## src/rtl/pool2d_stream_if.sv

```systemverilog
// Memory-side ports of the pooling engine: a 1-cycle-latency read port
// feeding the window scan and a valid/ready write port for pooled results.
interface pool2d_stream_if #(
    parameter int DATA_W = 16,
    parameter int ADDR_W = 16,
    parameter int IDX_W  = 2
);
    logic              rd_en;
    logic [ADDR_W-1:0] rd_addr;
    logic [DATA_W-1:0] rd_data;
    logic              wr_en;
    logic              wr_ready;
    logic [ADDR_W-1:0] wr_addr;
    logic [DATA_W-1:0] wr_data;
    logic [IDX_W-1:0]  wr_idx;

    modport master (
        output rd_en, rd_addr,
        input  rd_data,
        output wr_en, wr_addr, wr_data, wr_idx,
        input  wr_ready
    );

    modport slave (
        input  rd_en, rd_addr,
        output rd_data,
        input  wr_en, wr_addr, wr_data, wr_idx,
        output wr_ready
    );
endinterface

```

## src/rtl/pool2d_stream.sv

```systemverilog
// Streaming 2-D pooling engine: scans each KERNELxKERNEL window of every
// channel plane, folds signed max (with argmax offset) or average, and
// writes one result per window through a handshaked port.
//
// state | meaning
// IDLE  | waiting for start
// READ  | issuing one window read per cycle, j fastest then i
// DRAIN | folding the last returned element, result registered on exit
// WRITE | holding the result until the sink accepts it
// DONE  | one-cycle done pulse, then back to IDLE
module pool2d_stream #(
    parameter int DATA_W   = 16,
    parameter int FM_H     = 62,
    parameter int FM_W     = 62,
    parameter int CHANNELS = 1,
    parameter int KERNEL   = 2,
    parameter int STRIDE   = 2,
    parameter int ADDR_W   = 16
) (
    input  logic                 clk,
    input  logic                 rst,
    input  logic                 start,
    input  logic                 mode,
    pool2d_stream_if.master      mem,
    output logic                 busy,
    output logic                 done
);
    localparam int OUT_H = (FM_H - KERNEL) / STRIDE + 1;
    localparam int OUT_W = (FM_W - KERNEL) / STRIDE + 1;
    localparam int KK    = KERNEL * KERNEL;
    localparam int IDX_W = (KK > 1) ? $clog2(KK) : 1;
    localparam int SH    = 2 * $clog2(KERNEL);
    localparam int SUM_W = DATA_W + SH + 1;

    localparam logic [15:0]      K_LAST  = 16'(KERNEL - 1);
    localparam logic [15:0]      OX_LAST = 16'(OUT_W - 1);
    localparam logic [15:0]      OY_LAST = 16'(OUT_H - 1);
    localparam logic [15:0]      C_LAST  = 16'(CHANNELS - 1);
    localparam logic [IDX_W-1:0] KK_LAST = IDX_W'(KK - 1);

    typedef enum logic [2:0] {IDLE, READ, DRAIN, WRITE, DONE} state_t;

    state_t                    state;
    logic                      mode_q;
    logic [15:0]               cnt_c, cnt_oy, cnt_ox, cnt_i, cnt_j;
    logic [IDX_W-1:0]          cnt_k;
    logic [15:0]               nxt_c, nxt_oy, nxt_ox, nxt_i, nxt_j;
    logic                      last_win;

    logic                      rd_vld_q;
    logic [IDX_W-1:0]          fold_k_q;
    logic signed [DATA_W-1:0]  sample;
    logic signed [DATA_W-1:0]  max_q, max_n;
    logic [IDX_W-1:0]          idx_q, idx_n;
    logic signed [SUM_W-1:0]   sum_q, sum_n;
    logic signed [DATA_W-1:0]  avg_res;

    function automatic logic [ADDR_W-1:0] in_addr(input logic [15:0] c, oy, ox, i, j);
        int a;
        a = int'(c) * FM_H * FM_W + (int'(oy) * STRIDE + int'(i)) * FM_W
            + int'(ox) * STRIDE + int'(j);
        return ADDR_W'(a);
    endfunction

    function automatic logic [ADDR_W-1:0] out_addr(input logic [15:0] c, oy, ox);
        int a;
        a = int'(c) * OUT_H * OUT_W + int'(oy) * OUT_W + int'(ox);
        return ADDR_W'(a);
    endfunction

    // Next in-window offset and next window position (ox, then oy, then channel).
    always_comb begin
        nxt_j = cnt_j + 16'd1;
        nxt_i = cnt_i;
        if (cnt_j == K_LAST) begin
            nxt_j = 16'd0;
            nxt_i = cnt_i + 16'd1;
        end
        nxt_ox = cnt_ox + 16'd1;
        nxt_oy = cnt_oy;
        nxt_c  = cnt_c;
        if (cnt_ox == OX_LAST) begin
            nxt_ox = 16'd0;
            nxt_oy = cnt_oy + 16'd1;
            if (cnt_oy == OY_LAST) begin
                nxt_oy = 16'd0;
                nxt_c  = cnt_c + 16'd1;
            end
        end
        last_win = (cnt_ox == OX_LAST) && (cnt_oy == OY_LAST) && (cnt_c == C_LAST);
    end

    // Fold the returning element; offset 0 seeds both accumulators so
    // all-negative windows pool correctly. Strict > keeps the earliest tie.
    always_comb begin
        sample = $signed(mem.rd_data);
        max_n  = max_q;
        idx_n  = idx_q;
        sum_n  = sum_q;
        if (rd_vld_q) begin
            if (fold_k_q == '0) begin
                max_n = sample;
                idx_n = '0;
                sum_n = SUM_W'(sample);
            end else begin
                if (sample > max_q) begin
                    max_n = sample;
                    idx_n = fold_k_q;
                end
                sum_n = sum_q + SUM_W'(sample);
            end
        end
        avg_res = DATA_W'(sum_n >>> SH);
    end

    // Read-return pipeline and accumulator registers.
    always_ff @(posedge clk) begin
        if (rst) begin
            rd_vld_q <= 1'b0;
            fold_k_q <= '0;
            max_q    <= '0;
            idx_q    <= '0;
            sum_q    <= '0;
        end else begin
            rd_vld_q <= mem.rd_en;
            fold_k_q <= cnt_k;
            max_q    <= max_n;
            idx_q    <= idx_n;
            sum_q    <= sum_n;
        end
    end

    // Sequencing FSM with registered read/write/status outputs.
    always_ff @(posedge clk) begin
        if (rst) begin
            state       <= IDLE;
            mode_q      <= 1'b0;
            cnt_c       <= '0;
            cnt_oy      <= '0;
            cnt_ox      <= '0;
            cnt_i       <= '0;
            cnt_j       <= '0;
            cnt_k       <= '0;
            mem.rd_en   <= 1'b0;
            mem.rd_addr <= '0;
            mem.wr_en   <= 1'b0;
            mem.wr_addr <= '0;
            mem.wr_data <= '0;
            mem.wr_idx  <= '0;
            busy        <= 1'b0;
            done        <= 1'b0;
        end else begin
            case (state)
                IDLE: begin
                    if (start) begin
                        mode_q      <= mode;
                        busy        <= 1'b1;
                        cnt_c       <= '0;
                        cnt_oy      <= '0;
                        cnt_ox      <= '0;
                        cnt_i       <= '0;
                        cnt_j       <= '0;
                        cnt_k       <= '0;
                        mem.rd_en   <= 1'b1;
                        mem.rd_addr <= in_addr(16'd0, 16'd0, 16'd0, 16'd0, 16'd0);
                        state       <= READ;
                    end
                end
                READ: begin
                    if (cnt_k == KK_LAST) begin
                        mem.rd_en <= 1'b0;
                        state     <= DRAIN;
                    end else begin
                        cnt_i       <= nxt_i;
                        cnt_j       <= nxt_j;
                        cnt_k       <= cnt_k + IDX_W'(1);
                        mem.rd_addr <= in_addr(cnt_c, cnt_oy, cnt_ox, nxt_i, nxt_j);
                    end
                end
                DRAIN: begin
                    mem.wr_en   <= 1'b1;
                    mem.wr_data <= mode_q ? avg_res : max_n;
                    mem.wr_idx  <= mode_q ? '0 : idx_n;
                    mem.wr_addr <= out_addr(cnt_c, cnt_oy, cnt_ox);
                    state       <= WRITE;
                end
                WRITE: begin
                    if (mem.wr_ready) begin
                        mem.wr_en <= 1'b0;
                        if (last_win) begin
                            busy  <= 1'b0;
                            done  <= 1'b1;
                            state <= DONE;
                        end else begin
                            cnt_c       <= nxt_c;
                            cnt_oy      <= nxt_oy;
                            cnt_ox      <= nxt_ox;
                            cnt_i       <= '0;
                            cnt_j       <= '0;
                            cnt_k       <= '0;
                            mem.rd_en   <= 1'b1;
                            mem.rd_addr <= in_addr(nxt_c, nxt_oy, nxt_ox, 16'd0, 16'd0);
                            state       <= READ;
                        end
                    end
                end
                DONE: begin
                    done  <= 1'b0;
                    state <= IDLE;
                end
                default: state <= IDLE;
            endcase
        end
    end
endmodule

```

## src/flat_wrapper.sv

```systemverilog
// flat-port wrapper written by rule: the top's interface ports become plain ports
module pool2d_stream_flat 
#(
    parameter int DATA_W   = 16,
    parameter int FM_H     = 62,
    parameter int FM_W     = 62,
    parameter int CHANNELS = 1,
    parameter int KERNEL   = 2,
    parameter int STRIDE   = 2,
    parameter int ADDR_W   = 16
)
  (clk, rst, start, mode, busy, done, mem_rd_en, mem_rd_addr, mem_rd_data, mem_wr_en, mem_wr_addr, mem_wr_data, mem_wr_idx, mem_wr_ready);
  pool2d_stream_if #(.DATA_W(DATA_W), .ADDR_W(ADDR_W), .IDX_W(2)) mem_i ();
  input  logic clk;
  input  logic rst;
  input  logic start;
  input  logic mode;
  output logic busy;
  output logic done;
  output wire logic [$bits(mem_i.rd_en)-1:0] mem_rd_en;
  output wire logic [$bits(mem_i.rd_addr)-1:0] mem_rd_addr;
  input wire logic [$bits(mem_i.rd_data)-1:0] mem_rd_data;
  output wire logic [$bits(mem_i.wr_en)-1:0] mem_wr_en;
  output wire logic [$bits(mem_i.wr_addr)-1:0] mem_wr_addr;
  output wire logic [$bits(mem_i.wr_data)-1:0] mem_wr_data;
  output wire logic [$bits(mem_i.wr_idx)-1:0] mem_wr_idx;
  input wire logic [$bits(mem_i.wr_ready)-1:0] mem_wr_ready;
  assign mem_rd_en = mem_i.rd_en;
  assign mem_rd_addr = mem_i.rd_addr;
  assign mem_i.rd_data = mem_rd_data;
  assign mem_wr_en = mem_i.wr_en;
  assign mem_wr_addr = mem_i.wr_addr;
  assign mem_wr_data = mem_i.wr_data;
  assign mem_wr_idx = mem_i.wr_idx;
  assign mem_i.wr_ready = mem_wr_ready;
  pool2d_stream #(.DATA_W(DATA_W), .FM_H(FM_H), .FM_W(FM_W), .CHANNELS(CHANNELS), .KERNEL(KERNEL), .STRIDE(STRIDE), .ADDR_W(ADDR_W)) u_core (.clk(clk), .rst(rst), .start(start), .mode(mode), .mem(mem_i), .busy(busy), .done(done));
endmodule
```

## config.mk

```make
export PLATFORM = sky130hd
export DESIGN_NAME = pool2d_stream_flat
export DESIGN_NICKNAME = d
export VERILOG_FILES = /design/src/rtl/pool2d_stream_if.sv /design/src/rtl/pool2d_stream.sv /design/src/flat_wrapper.sv
export SDC_FILE = /design/constraint.sdc
export NUM_CORES = 1
export LEC_CHECK = 0
export ABC_CLOCK_PERIOD_IN_PS = 15200
export BUFFER_PORTS_ARGS = -buffer_cell sky130_fd_sc_hd__buf_2
export CAP_MARGIN = 5
export CORE_MARGIN = 10
export CORE_UTILIZATION = 60
export CTS_CLUSTER_DIAMETER = 100
export DETAILED_ROUTE_END_ITERATION = 7
export PLACE_DENSITY = 0.77
export SETUP_SLACK_MARGIN = 0.4
export SYNTH_ARGS = -nofsm -noshare
export SYNTH_HDL_FRONTEND = slang
export SYNTH_SLANG_ARGS = --single-unit
```

## constraint.sdc

```tcl
create_clock -name clk -period 15.2 [get_ports clk]
set_input_delay 2.28 -clock clk [delete_from_list [all_inputs] [get_ports clk]]
set_output_delay 2.28 -clock clk [all_outputs]
set_load 0.03 [all_outputs]
```

After elaboration in Yosys (flattened, before gate mapping)
Cells that the tools add are included.

Flip-flop bits (word level): 180. Input port bits: 21. Output and inout bits: 54. Word-level logic and storage cells: 138.

Add/sub/neg operators: 15. Multipliers: 9. Magnitude comparators: 1. Eq/ne operators: 14. Multiplexer cells: 60. Reduce and logical (&&, ||, !) cells: 17.

Operators by type and width (count): 2-to-1 mux 16 bit (25); one-hot mux 16 bit (3 select lines) (3); adder 16 bit (7); one-hot mux 16 bit (2 select lines) (3); adder 16 x 1 -> 16 bit, second input constant (5); multiplier 16 x 5 -> 21 bit, second input constant (3); multiplier 31 x 6 -> 14 bit, second input constant (2); == test 16 x 5 -> 1 bit, second input constant (2); multiplier 32 x 6 -> 15 bit, second input constant (1); multiplier 32 x 6 -> 16 bit, second input constant (1); adder 19 x 16 -> 19 bit (1); 2-to-1 mux 19 bit (1); adder 17 x 16 -> 18 bit (1); 2-to-1 mux 18 bit (1); == test 16 x 1 -> 1 bit, second input constant (1); > comparator 16 bit (1); logical NOT 16 bit (1); multiplier 16 x 5 -> 14 bit, second input constant (1); multiplier 16 x 5 -> 16 bit, second input constant (1); 2-to-1 mux 2 bit (8); 2-to-1 mux 3 bit (4); one-hot mux 3 bit (4 select lines) (1); AND reduction 5 bit (2); 2-to-1 mux 1 bit (9); 18 further kinds (31).

Longest topological paths before layout
Gate-level depths: netlist (run 1).

Depth in word-level cells: 10. Gate-level depth with buffers: 49.

Worst setup path after synthesis (run 1)
No wires, ideal clock.

Path kind: reg2reg. Start point: reg u_core.cnt_oy[3]. End point: reg u_core.mem.rd_addr[15]. Setup time: 88 ps. Arrival: 10884 ps. Required time: 15112 ps. Path slack: 4228 ps. Stages on the path, launching flop included: 41. Buffers on the path: 3. Clock period less this slack: 10972 ps. Path through: dfxtp_1 -> ha_1 -> nand4_1 -> or2_1 -> clkbuf_1 -> nor2_1 -> and3_1 -> clkbuf_1 -> nand2_1 -> xnor2_1 -> inv_1 -> fa_1 -> fa_1 -> fa_1 -> inv_1 -> ha_1 -> or3_1 -> o21ai_0 -> [... 5 more ...] -> fa_1 -> inv_1 -> fa_1 -> inv_1 -> ha_1 -> xnor2_1 -> fa_1 -> xnor2_1 -> xnor2_1 -> xnor2_1 -> xnor3_1 -> xnor3_1 -> xnor3_2 -> xnor2_1 -> or3b_1 -> a21oi_1 -> or4_1 -> o32ai_2.

Cells in the longest elaborated chain, start to end: 10. Elaborated cells between the ends (all ways): 24. Classes of those cells: add/sub: 7; mul: 4; eq/ne: 2; mux: 8; reduce/logical: 3.

Ends and longest elaborated chain: from (decl) (line pool2d_stream.sv:45) `logic [15:0] cnt_c, cnt_oy, cnt_ox, cnt_i, cnt_j;`; from (signal assigned) (line pool2d_stream.sv:196) `cnt_oy <= nxt_oy;`; == test 16 x 5 -> 1 bit (line pool2d_stream.sv:85, pool2d_stream.sv:90); 2-to-1 mux 16 bit (line pool2d_stream.sv:85) `if (cnt_oy == OY_LAST) begin`; 2-to-1 mux 16 bit (line pool2d_stream.sv:82) `if (cnt_ox == OX_LAST) begin`; multiplier 16 x 5 -> 21 bit (line pool2d_stream.sv:60) `a = int'(c) * FM_H * FM_W + (int'(oy) * STRIDE + int'(i)) * FM_W`; multiplier 31 x 6 -> 14 bit (line pool2d_stream.sv:60); adder 16 bit (line pool2d_stream.sv:60); adder 16 bit (line pool2d_stream.sv:61) `+ int'(ox) * STRIDE + int'(j);`; 2-to-1 mux 16 bit (line pool2d_stream.sv:190) `if (last_win) begin`; 2-to-1 mux 16 bit (line pool2d_stream.sv:188) `if (mem.wr_ready) begin`; one-hot mux 16 bit (3 select lines) (line pool2d_stream.sv:153) `case (state)`; to (signal assigned) (line pool2d_stream.sv:165) `mem.rd_addr <= in_addr(16'd0, 16'd0, 16'd0, 16'd0, 16'd0);`; to (signal assigned) (line pool2d_stream.sv:177) `mem.rd_addr <= in_addr(cnt_c, cnt_oy, cnt_ox, nxt_i, nxt_j);`; to (signal assigned) (line pool2d_stream.sv:202) `mem.rd_addr <= in_addr(nxt_c, nxt_oy, nxt_ox, 16'd0, 16'd0);`; to (decl) (line pool2d_stream_if.sv:18) `output rd_en, rd_addr,`.

Parallel ways exist; a longest one is shown, timed or not. The select of a mux whose other input is x is not followed. A chain may end at the register's enable or synchronous reset.

Worst setup path in the final report (run 1)
Same ends and word-level chain as after synthesis.

==> impl_metrics.csv, run 1 <==
group,metric,value,unit
clocking,postCtsSetupRepairBufs,0,
setup_path,slowest_delay,0.57,ns
floorplan,num_rows,72,
layout,nFillCells,3213,
floorplan,ios,75,
layout,finalNetCount,3323,
setup_path,crit_family,"adder cells",
setup_path,r2r-start,"u_core.cnt_oy[3]",
yosys,syn_avg_cell_area,8.842,µm²
floorplan,die_h,219.1,µm
setup_path,cp_common_cell,"fa_1",
sta,finalCriticalPeriod,11.93,ns
setup_path,cp-startpoint,"u_core.cnt_oy[3]",
sta,layout_setup_ws,3.265,ns
drt,dr.pass1.iters,6,
sta,setup_violations,0,
yosys,synth_edf_count,0,
setup_path,crit_type,"reg -> reg",
run,max-cap-violations,0,
layout,seqCellArea,3563,µm²
clocking,cts_tree,"yes",
sta,fin_skew,0.01872,ns
drt,drtIter0Drc,1617,
setup_path,crit_fanout,13,
hold_path,hold_start,"u_core.mem.wr_addr[12]",
setup_path,endpoint,"u_core.mem.rd_addr[15]",
power_and_ir_drop,finalPower,1.107,mW
floorplan,core-area,38920,µm²
clocking,cts.hold.buffers_added,0,
drt,num_vias,19160,
clocking,cts_made_buffers,17,
setup_path,path_depth,37,
setup_path,cp.required,15.62,ns
clocking,clk_pin_slew,0.08,ns
floorplan,start_util,61.14,%
yosys,ys_seq_area_share,14.98,%
global_route,track_usage,27.36,%
drt,wirelength,64190,µm
clocking,clkLatencyLatePin,0.51,ns
floorplan,die_area,48020,µm²
sta,fin_tns_setup,0,ns
yosys,synth_ff_type,"dfxtp_1",
run_status,status,"complete, no violations",
yosys,synth_warnings,0,
global_route,antenna_found_initial,1,
setup_path,rrSetupSlack,3.27,ns
sta,final.period_utilization,78.52,%
placement,io_buffers,74,
sta,relSlewSlack,18.20,%
setup_path,worst_r2r_endpoint,"u_core.mem.rd_addr[15]",
yosys,ys_ff_latch,178,
power_and_ir_drop,cellLeakagePower,12.50,nW
drt,wl_per_cell,19.67,µm
setup_path,critPathLaunchType,"flip-flop",
clocking,cts_max_path_buffers,2,
clocking,cts.sink_count,178,
power_and_ir_drop,vdd_drop_max,0.09856,mV
layout,layout-drive-gt1-share,5.974,%
global_route,grt_max_degree,66,
drt,ant_nets,0,
drt,drt_drc_violations_left,0,
yosys,syn_nets,3282,
setup_path,path_buf_inv,4,
layout,fin_util,65.04,%
global_route,grt_pass1_wl,103300,µm
layout,multi_input_area,18260,µm²
sta,rsz0062_at_grt,"false",
layout,fin_area,25310,µm²
floorplan,die_x,219.1,µm
setup_path,end_kind,"flip-flop",
yosys,synth_cell_types,86,
placement,dp_slack,3.354,ns
clocking,ctsResizeCount,0,
placement,hpwl,52740,µm
power_and_ir_drop,cellPowerDensity,43.75,nW/µm²
placement,place_congestion,0.9334,
yosys,syn_area,23790,µm²
sta,slew_violations,0,
layout,areaGrowthSynthToFinish,6.379,%
sta,worstMarginPinSlew,1.218,ns
clocking,cts-htree-levels,4,
placement,dpl_cell_area,24720,µm²
global_route,grt_pass1_vias,19320,
setup_path,r2r_cells,37,
clocking,cts-root-buf,"clkbuf_16",
hold_path,hold_class,"reg -> reg",
sta,hold_violations,0,
setup_path,critPathSlowestCell,"dfxtp_1",
drt,avgViaCountPerCell,5.869,
setup_path,critPathArrivalTime,12.36,ns
yosys,async_reset_ff_share,0,%
yosys,synthCells,2691,
sta,fmax,83.79,MHz
global_route,grt-ovfl-total,0,
==> sequential cells by signal, summed over array words and instances (netlist names), 3 cells and up <==
| signal | count |
|---|---|
| u_core.cnt_i | 15 |
| u_core.cnt_c | 16 |
| u_core.mem.wr_addr | 16 |
| u_core.cnt_ox | 16 |
| u_core.state | 3 |
| u_core.mem.rd_addr | 16 |
| u_core.max_q | 16 |
| u_core.cnt_oy | 16 |
| u_core.mem.wr_data | 16 |
| u_core.sum_q | 18 |
| u_core.cnt_j | 16 |
==> power by group <==
group          internal (mW)  switching [mW]
clock                  0.234           0.234
sequential             0.478         0.00921
combinational         0.0533          0.0991
==> cells by family after synthesis <==
kind of cell	count (synthesis)	share of synthesized area, %
simple gates	675	13.79
fa+ha+maj	570	39.94
buf+inv	525	8.303
compound gates	497	13.34
xor+xnor	221	8.566
flops	178	14.98
mux	25	1.088
==> Yosys cell counts (14+ instances only) <==
library cell / n / area [µm²]
inv_1: 445 / 1670
fa_1: 316 / 6326
ha_1: 254 / 3178
nor2_1: 235 / 882.1
dfxtp_1: 178 / 3563
xnor2_1: 163 / 1428
a21oi_1: 160 / 800.8
nand2_1: 127 / 476.7
o21ai_0: 88 / 440.4
clkbuf_1: 72 / 270.3
nand3_1: 63 / 315.3
nor3_1: 57 / 285.3
xor2_1: 51 / 446.7
a22oi_1: 47 / 352.8
a21o_1: 38 / 285.3
and3_1: 32 / 200.2
nor2b_1: 29 / 181.4
and2_1: 24 / 150.1
nand4_1: 22 / 137.6
mux2i_1: 18 / 180.2
o21bai_1: 17 / 127.6
a211oi_1: 15 / 112.6
a31oi_1: 15 / 93.84
nand2b_1: 15 / 93.84
o21ai_1: 15 / 75.07
or3_1: 14 / 87.58
==> layout by cell type, fill, tap and decap left out, drive strengths merged, types with 6 or more instances in the layout <==
cell type  netlist  layout
a21oi          160     160
nand2b          15      15
or2              6       6
xor2            51      51
a221oi          10      10
a21boi          13      13
o21ai          103     103
nor4            13      13
mux2i           18      18
nand3           65      65
a211oi          16      16
or3             14      14
ha             254     254
clkbuf          72      18
a31oi           15      15
mux2             7       7
fa             316     316
nor3b            6       6
xnor2          164     164
xnor3            6       6
o21bai          17      17
and4             6       6
inv            447     455
and3            32      32
a21o            38      38
buf              6     100
and2            24      24
a22oi           47      47
o31ai            6       6
o2bb2ai          8       8
nor3            57      57
or4              6       6
nand3b           8       8
nor2           236     236
nand2          127     127
nand4           22      22
nor2b           29      29
dfxtp          178     178
o21a            10      10
==> cell type report <==
type                            count  share of cell area, %
Antenna cell                        1               0.009886
Clock buffer                       18                  1.696
Clock inverter                     14                 0.6476
Inverter                          447                  6.629
Multi-Input combinational cell   1988                  72.14
Sequential cell                   178                  14.08
Tap cell                          518                  2.561
Timing Repair Buffer              100                  2.244
==> tightest hold or removal path, stage by stage, from the launching register on <==
cell	delay, ns
dfxtp_1	0.31
nand2_1	0.05
a21oi_1	0.05
==> metrics by stage <==
stage,std cells,hold WS [ns]
after floorplan,2691,0.4583
after global placement,3231,0.4363
after detailed placement,3231,0.4453
after CTS,3263,0.4568
after global routing,3264,0.4875
final,3264,0.4555
==> metal layers <==
layer | up-vias | global-route usage, % | wire, µm
met3 | 85 | 5.846 | 4498
li1 | 8976 | - | -
met4 | 0 | 9.193 | 1823
met2 | 589 | 43.83 | 29930
met1 | 9507 | 36.20 | 27930
met5 | - | 0 | 0
==> how the worst min path moves through the flow <==
stage,end,slack (ns),depth (start not counted)
6_report,u_core.mem.wr_addr[12],0.46,2
5_1_grt,u_core.mem.wr_addr[2],0.49,2
4_1_cts,u_core.mem.rd_addr[1],0.46,2
3_5_place_dp,u_core.mem.rd_addr[1],0.45,2
3_3_place_gp,u_core.mem.wr_data[7],0.44,2
2_1_floorplan,u_core.cnt_k[0],0.46,1
Power figures use the tool's default switching activity.
==> inputs of run 2 (changes only) <==
--- a/config.mk
+++ b/config.mk
@@ -5,7 +5,7 @@
 export SDC_FILE = /design/constraint.sdc
 export NUM_CORES = 1
 export LEC_CHECK = 0
-export ABC_CLOCK_PERIOD_IN_PS = 15200
+export ABC_CLOCK_PERIOD_IN_PS = 11300
 export BUFFER_PORTS_ARGS = -buffer_cell sky130_fd_sc_hd__buf_2
 export CAP_MARGIN = 5
 export CORE_MARGIN = 10
==> constraint.sdc (replaced) <==
create_clock -name clk -period 11.3 [get_ports clk]
set_input_delay 1.695 -clock clk [delete_from_list [all_inputs] [get_ports clk]]
set_output_delay 1.695 -clock clk [all_outputs]
set_load 0.03 [all_outputs]
==> run 2 against run 1 <==
Register-to-register slack worse by 2.4 ns; count of clock-buffer cells in the layout down 1; combinational power up 31%; sequential power up 34%; utilization up 1.5 points; critical path depth up 4; largest cell class unchanged; clock power up 34%; global-route usage down 0.21 points; largest power group unchanged; critical endpoint unchanged; cell count up 1.1%; worst hold slack worse by 0.0047 ns; sequential share of layout area down 0.27 points.
==> impl_metrics.csv, run 2 (synthesis results as in run 1) <==
group,metric,value,unit
run_status,status,"complete, no violations",
placement,place_inst,3259,
clocking,cts_max_path_buffers,2,
setup_path,path_buf_inv,9,
clocking,cts.sink_count,178,
floorplan,die_x,219.1,µm
drt,num_vias,19310,
setup_path,rrSetupSlack,0.83,ns
setup_path,critPathLaunchType,"flip-flop",
global_route,grt-ovfl-total,0,
global_route,antenna_found_initial,1,
drt,wl_per_cell,19.53,µm
layout,finalNetCount,3359,
power_and_ir_drop,cellPowerDensity,57.27,nW/µm²
setup_path,critPathSlowestCell,"fa_1",
clocking,cts-root-buf,"clkbuf_16",
layout,final_common_cell,"inv_1",
run,max-cap-violations,0,
floorplan,die_h,219.1,µm
setup_path,crit_family,"adder cells",
sta,slew_violations,0,
sta,fin_skew,0.01924,ns
setup_path,cp.required,11.69,ns
layout,layout-drive-gt1-share,9.026,%
sta,final.period_utilization,92.65,%
floorplan,ios,75,
global_route,track_usage,27.15,%
floorplan,num_rows,72,
sta,rsz0062_at_grt,"false",
setup_path,endpoint,"u_core.mem.rd_addr[15]",
layout,nFillCells,3237,
global_route,grt_pass1_vias,19540,
drt,dr.pass1.iters,6,
drt,drtIter0Drc,1637,
clocking,clkLatencyLatePin,0.47,ns
floorplan,start_util,61.14,%
global_route,grt_max_degree,68,
sta,finalCriticalPeriod,10.47,ns
layout,final_cell_mix,"inv_1, fa_1, ha_1, nor2_1, dfxtp_1",
setup_path,crit_type,"reg -> reg",
sta,fmax,95.52,MHz
power_and_ir_drop,cellLeakagePower,12.80,nW
sta,setup_violations,0,
placement,place_congestion,0.9696,
clocking,clk_pin_slew,0.08,ns
drt,ant_nets,0,
setup_path,r2r-start,"u_core.cnt_ox[0]",
layout,fin_util,66.56,%
setup_path,crit_fanout,13,
floorplan,die_area,48020,µm²
setup_path,worst_r2r_endpoint,"u_core.mem.rd_addr[15]",
clocking,cts_tree,"yes",
placement,dp_slack,0.01954,ns
clocking,cts-htree-levels,4,
setup_path,slowest_delay,0.54,ns
setup_path,end_kind,"flip-flop",
sta,hold_violations,0,
layout,largest-register,"u_core.sum_q",
setup_path,r2r_cells,41,
sta,layout_setup_ws,0.8306,ns
setup_path,cp_common_cell,"fa_1",
drt,drt_drc_violations_left,0,
layout,stdcell_count,3300,
setup_path,path_depth,41,
sta,relSlewSlack,27.04,%
hold_path,hold_class,"reg -> reg",
placement,hpwl,52730,µm
setup_path,cp-startpoint,"u_core.cnt_ox[0]",
setup_path,critPathArrivalTime,10.86,ns
layout,areaGrowthSynthToFinish,8.866,%
drt,avgViaCountPerCell,5.853,
sta,worstMarginPinSlew,1.083,ns
clocking,cts_made_buffers,17,
global_route,grt_pass1_wl,103600,µm
floorplan,core-area,38920,µm²
drt,wirelength,64430,µm
power_and_ir_drop,vdd_drop_max,0.1013,mV
sta,fin_tns_setup,0,ns
layout,largest_reg_flops,18,
layout,seqCellArea,3577,µm²
placement,io_buffers,74,
layout,multi_input_area,18540,µm²
-- run 2: layout make-up --
class                           instances  area share (%)
Multi-Input combinational cell       1988           71.57
Tap cell                              518           2.502
Timing Repair Buffer                  136           3.265
Inverter                              447           6.492
Antenna cell                            1        0.009660
Clock buffer                           17           1.642
Sequential cell                       178           13.81
Clock inverter                         15          0.7100
-- run 2: tightest hold or removal path: cells and delay by family, from the launching register on --
family | cells | cell delay [ns]
DFF | 1 | 0.31
and+or+nand+nor | 1 | 0.05
AOI/OAI and AO/OA | 1 | 0.05
-- run 2: metal layers --
layer / share of wire [%] / GRT usage (%)
met1: 43 / 36.36
met4: 3.7 / 10.46
met5: 0 / 0
met2: 46 / 43.83
met3: 6.9 / 3.865
-- run 2: power breakdown --
group          total (mW)  internal [mW]  switching [mW]
clock               0.629          0.318           0.311
sequential          0.655          0.642          0.0127
combinational       0.199         0.0708           0.128
total                1.48           1.03           0.452
-- run 2: worst min-delay path by stage --
stage,startpoint,endpoint,slack [ns],cells after the start
6_report,u_core.mem.wr_addr[9],u_core.mem.wr_addr[9],0.45,2
3_3_place_gp,u_core.mem.wr_addr[7],u_core.mem.wr_addr[7],0.44,2
4_1_cts,u_core.mem.wr_addr[9],u_core.mem.wr_addr[9],0.45,2
2_1_floorplan,u_core.cnt_k[0],u_core.cnt_k[0],0.46,1
3_5_place_dp,u_core.mem.wr_addr[9],u_core.mem.wr_addr[9],0.44,2
5_1_grt,u_core.mem.wr_data[7],u_core.mem.wr_data[7],0.48,2
-- run 2: stage by stage --
step	hold WS [ns]	power, mW	instance area, µm²
after floorplan	0.4583	0.8101	23800
after global placement	0.4359	0.8591	24930
after detailed placement	0.4412	0.8649	24930
after CTS	0.4501	1.489	25600
after global routing	0.4832	1.536	25900
final	0.4508	1.483	25900
-- run 2: repair_timing --
action,CTS,global route
buffers inserted,2,6
setup endpoints to repair,1,1
pin swaps,2,9
gates cloned,0,0
hold buffers,0,0
resized for setup,9,56
